==> src/rtl/alu_logic_arbiter.sv <==
// Purpose: two-requester arbiter around a registered bitwise logic unit (OR/AND/XOR/NOR); ALU_ARB_RR_EN selects round-robin over fixed priority.
// Latency: accept in N, execute in N+1, response valid from N+2; one command in flight, peak one per 3 cycles.
// Backpressure: request ready only in IDLE; RESP holds valid and data until the owning requester's rsp ready.
module alu_logic_arbiter #(
    parameter int WIDTH = 4
) (
    input  logic             clk,
    input  logic             rst_n,
    input  logic             req0_valid,
    input  logic [1:0]       req0_op,
    input  logic [WIDTH-1:0] req0_a,
    input  logic [WIDTH-1:0] req0_b,
    output logic             req0_ready,
    input  logic             req1_valid,
    input  logic [1:0]       req1_op,
    input  logic [WIDTH-1:0] req1_a,
    input  logic [WIDTH-1:0] req1_b,
    output logic             req1_ready,
    output logic             rsp0_valid,
    input  logic             rsp0_ready,
    output logic             rsp1_valid,
    input  logic             rsp1_ready,
    output logic [WIDTH-1:0] rsp_data,
    output logic             busy
);

    typedef enum logic [1:0] {
        IDLE = 2'd0,
        EXEC = 2'd1,
        RESP = 2'd2
    } state_t;

    typedef struct packed {
        logic [1:0]       op;
        logic [WIDTH-1:0] a;
        logic [WIDTH-1:0] b;
        logic             id;
    } cmd_t;

    state_t state, state_nxt;
    cmd_t   cmd, cmd_sel;
    logic   gnt_any;
    logic   gnt_id;

`ifdef ALU_ARB_RR_EN
    logic last_grant;

    // Reset value 1 makes requester 0 the winner of the first tie.
    always_ff @(posedge clk) begin
        if (!rst_n)
            last_grant <= 1'b1;
        else if (gnt_any)
            last_grant <= gnt_id;
    end
`endif

    function automatic logic [WIDTH-1:0] logic_op(input cmd_t c);
        case (c.op)
            2'b00:   logic_op = c.a | c.b;
            2'b01:   logic_op = c.a & c.b;
            2'b10:   logic_op = c.a ^ c.b;
            default: logic_op = ~(c.a | c.b);
        endcase
    endfunction

    always_comb begin
        state_nxt = state;
        gnt_any   = 1'b0;
        gnt_id    = 1'b0;
        case (state)
            IDLE: begin
                if (req0_valid || req1_valid) begin
                    gnt_any = 1'b1;
`ifdef ALU_ARB_RR_EN
                    if (req0_valid && req1_valid)
                        gnt_id = ~last_grant;
                    else
                        gnt_id = req1_valid;
`else
                    gnt_id = ~req0_valid;
`endif
                    state_nxt = EXEC;
                end
            end
            EXEC: state_nxt = RESP;
            RESP: begin
                if (cmd.id ? rsp1_ready : rsp0_ready)
                    state_nxt = IDLE;
            end
            default: state_nxt = IDLE;
        endcase
    end

    always_comb begin
        cmd_sel = gnt_id ? '{op: req1_op, a: req1_a, b: req1_b, id: 1'b1}
                         : '{op: req0_op, a: req0_a, b: req0_b, id: 1'b0};
    end

    // Grants are masked during reset so nothing is accepted into a block being cleared.
    assign req0_ready = rst_n & gnt_any & ~gnt_id;
    assign req1_ready = rst_n & gnt_any &  gnt_id;

    always_ff @(posedge clk) begin
        if (!rst_n) begin
            state    <= IDLE;
            cmd      <= '0;
            rsp_data <= '0;
        end else begin
            state <= state_nxt;
            if (gnt_any)
                cmd <= cmd_sel;
            if (state == EXEC)
                rsp_data <= logic_op(cmd);
        end
    end

    assign rsp0_valid = (state == RESP) && !cmd.id;
    assign rsp1_valid = (state == RESP) &&  cmd.id;
    assign busy       = (state != IDLE);

endmodule

==> config.mk <==
export PLATFORM = sky130hd
export DESIGN_NAME = alu_logic_arbiter
export DESIGN_NICKNAME = d
export VERILOG_FILES = /design/src/rtl/alu_logic_arbiter.sv
export SDC_FILE = /design/constraint.sdc
export NUM_CORES = 1
export LEC_CHECK = 0
export CORE_MARGIN = 4
export CORE_UTILIZATION = 30
export CTS_BUF_LIST = sky130_fd_sc_hd__clkbuf_2 sky130_fd_sc_hd__clkbuf_4 sky130_fd_sc_hd__clkbuf_8
export DETAILED_ROUTE_END_ITERATION = 6
export SLEW_MARGIN = 20
export SYNTH_ARGS = -nofsm -noshare
export SYNTH_HDL_FRONTEND = slang
export SYNTH_SLANG_ARGS = --single-unit
==> constraint.sdc <==
create_clock -name clk -period 2.1 [get_ports clk]
set_clock_uncertainty 0.2 [all_clocks]
set_input_delay 0.315 -clock clk [delete_from_list [all_inputs] [get_ports clk]]
set_output_delay 0.315 -clock clk [all_outputs]
set_load 0.05 [all_outputs]
==> flow_summary.toml <==
[run_status]
status = "complete, no violations"

[logic_synthesis]
syn-instance-count = 113
synth_warnings = 0
synth.net_count = 147
syn_area_mm2 = 0.00105
synth.most_common_cell = "dfxtp_1"
ys_seq_area_frac = 0.324
synth_flop_cell = "dfxtp_1"
synth.top_cell.area_share = 0.324
synth_top_family_by_area = "compound AO/OA/AOI/OAI gates"
yosysTopAreaCell = "dfxtp_1"
synthTopCellsByArea = "dfxtp_1 (32%), a22oi_2 (12%), ha_1 (9.5%)"
syn_avg_cell_area_um2 = 9.30
muxShareOfSynthArea = 0.0762
async_flop_share = 0
synthXorXnorAreaFrac = 0
ys_ff_latch = 17
synth-simple-area-share = 0.112
synthAdderAreaFrac = 0.0952
synth_common_cells = "dfxtp_1 (17), a21oi_1 (13), inv_1 (13), a211oi_1 (11), a22oi_2 (10)"
synth_edf_count = 0
synth-compound-area-share = 0.307
ys_types = 26

[drt]
ant_nets = 0
vias_per_cell = 4.82
dr.pass1.iters = 4
vias = 940
drt_iter0_markers = 8
drc = 0
drt_wl_total_um = 2510
avgRoutedWirePerCell_um = 12.9

[power]
leakagePower_nw = 0.605
power_density_mw_per_mm2 = 624
totalPowerFinal_mw = 0.936
vdd_ir_drop_max_uv = 218

[global_route]
track_usage = 0.131
grt_max_degree = 18
antenna_found_initial = 0
grt_pass1_vias = 1030
grt.overflow.total = 0
grt_first_pass_wirelength_um = 4640

[clock_network]
cts_tree = "built"
cts_buffer_depth = 2
cts-resized-gates = 0
htreeDepth = 1
cts_sinks = 17
cts_buffers = 3
cts_setup_buffers = 0
clk_pin_slew_ns = 0.10
clkLatencyLatePin_ns = 0.28
hold_buffers = 0
clockRootBuffer = "clkbuf_4"

[worst_setup_path]
required_ns = 1.58
cp-end-kind = "primary output"
path_class = "flip-flop to primary output"
cp_slowest_stage_delay_ns = 0.81
worstPathArrival_ns = 1.45
cp_max_fo = 2
crit_buf_inv = 1
crit_family = "buffers and inverters"
crit_chain = "clkdlybuf4s50_1"
slowest_stage = "clkdlybuf4s50_1"
startpoint_type = "flip-flop"

[floorplan]
die_w_um = 67.2
core_mm2 = 0.00336
io_pins = 35
row_count = 21
dieHeight_um = 67.2
initial_core_util = 0.312
dieArea_mm2 = 0.00451

[cells_and_area]
n_fill_cell = 354
drive_above_1_share = 0.168
seq_area_um2 = 340
fin_area_mm2 = 0.00150
nets = 184
area_growth_pct = 42.7
antenna_cells = 0
multi_input_area_um2 = 621
final_core_util = 0.446

[sta]
rsz0062_at_grt = "false"
slew_viol_final = 0
max_freq_ghz = 0.508
tightestPinTransition_ns = 0.503
setup_tns_ns = 0
slew_headroom = 0.664
hold_violations = 0
period_needed_ns = 1.97
setup_viol_count_final = 0
finalCritPeriodShare = 0.938

[job]
max_cap_viol_count = 0

[placed_design]
gp_congestion = 0.630
port_buffers = 34
place_area_mm2 = 0.00147
hpwlAfterDp_um = 2050

[hold_path]
hold_path.class = "flip-flop to flip-flop"
-- area by class of cell --
cell class,instances,share of cell area
Multi-Input combinational cell,76,0.414
Inverter,13,0.0325
Tap cell,46,0.0384
Timing Repair Buffer,39,0.269
Sequential cell,17,0.227
Clock buffer,4,0.0200
-- sequential cells by signal, summed over array words and instances (netlist names) --
register and flops:
state 2, rsp_data 4, cmd 11
-- final timing paths --
kind / slack [ns] / cells past startpoint / startpoint / endpoint
worst max register to register: 0.46 / 4 / state[1] / cmd[8]
worst min-delay path: 0.32 / 2 / rsp_data[1] / rsp_data[1]
worst max-delay path: 0.13 / 1 / rsp_data[1] / rsp_data[1]
worst min register to register: 0.32 / 2 / rsp_data[1] / rsp_data[1]
-- cell usage in the layout, fill, tap and decap left out, drive strengths merged --
cell type / n
ha: 8
and3b: 1
or2: 1
a22oi: 10
nor3b: 1
nand3b: 1
inv: 13
nor2b: 2
buf: 10
nand2b: 1
o21ai: 3
mux2i: 8
nor2: 3
and2: 2
a21oi: 13
a211oi: 11
clkbuf: 4
dfxtp: 17
o221ai: 1
nand3: 2
clkdlybuf4s50: 29
and3: 3
or3: 1
a221oi: 3
or4b: 1
-- power breakdown --
part           total [mW]  internal (mW)  switching, mW
clock network       0.187         0.0866          0.100
registers           0.401          0.361         0.0397
logic               0.349          0.168          0.180
total               0.936          0.616          0.320
-- per-layer routing --
| metal | part of all wire | vias to the layer above | track usage |
|---|---|---|---|
| met1 | 0.45 | 427 | 0.160 |
| met4 | 0.0060 | 0 | 0.0304 |
| met5 | 0 | - | 0 |
| met3 | 0.048 | 2 | 0.0300 |
| li1 | - | 490 | - |
| met2 | 0.49 | 21 | 0.232 |
-- stage by stage --
step	hold WS [ns]	setup WS [ns]	cells
after floorplan	0.210	0.0371	113
after global placement	0.296	0.0696	191
after detailed placement	0.306	0.0578	191
after CTS	0.329	0.114	195
after global routing	0.369	0.0953	195
final	0.324	0.130	195
-- cell families after synthesis --
family,after synthesis
buf+inv,20
compound gates,41
fa+ha+maj,8
mux,8
simple gates,19
flops,17
(Power assumes the default switching activity.)
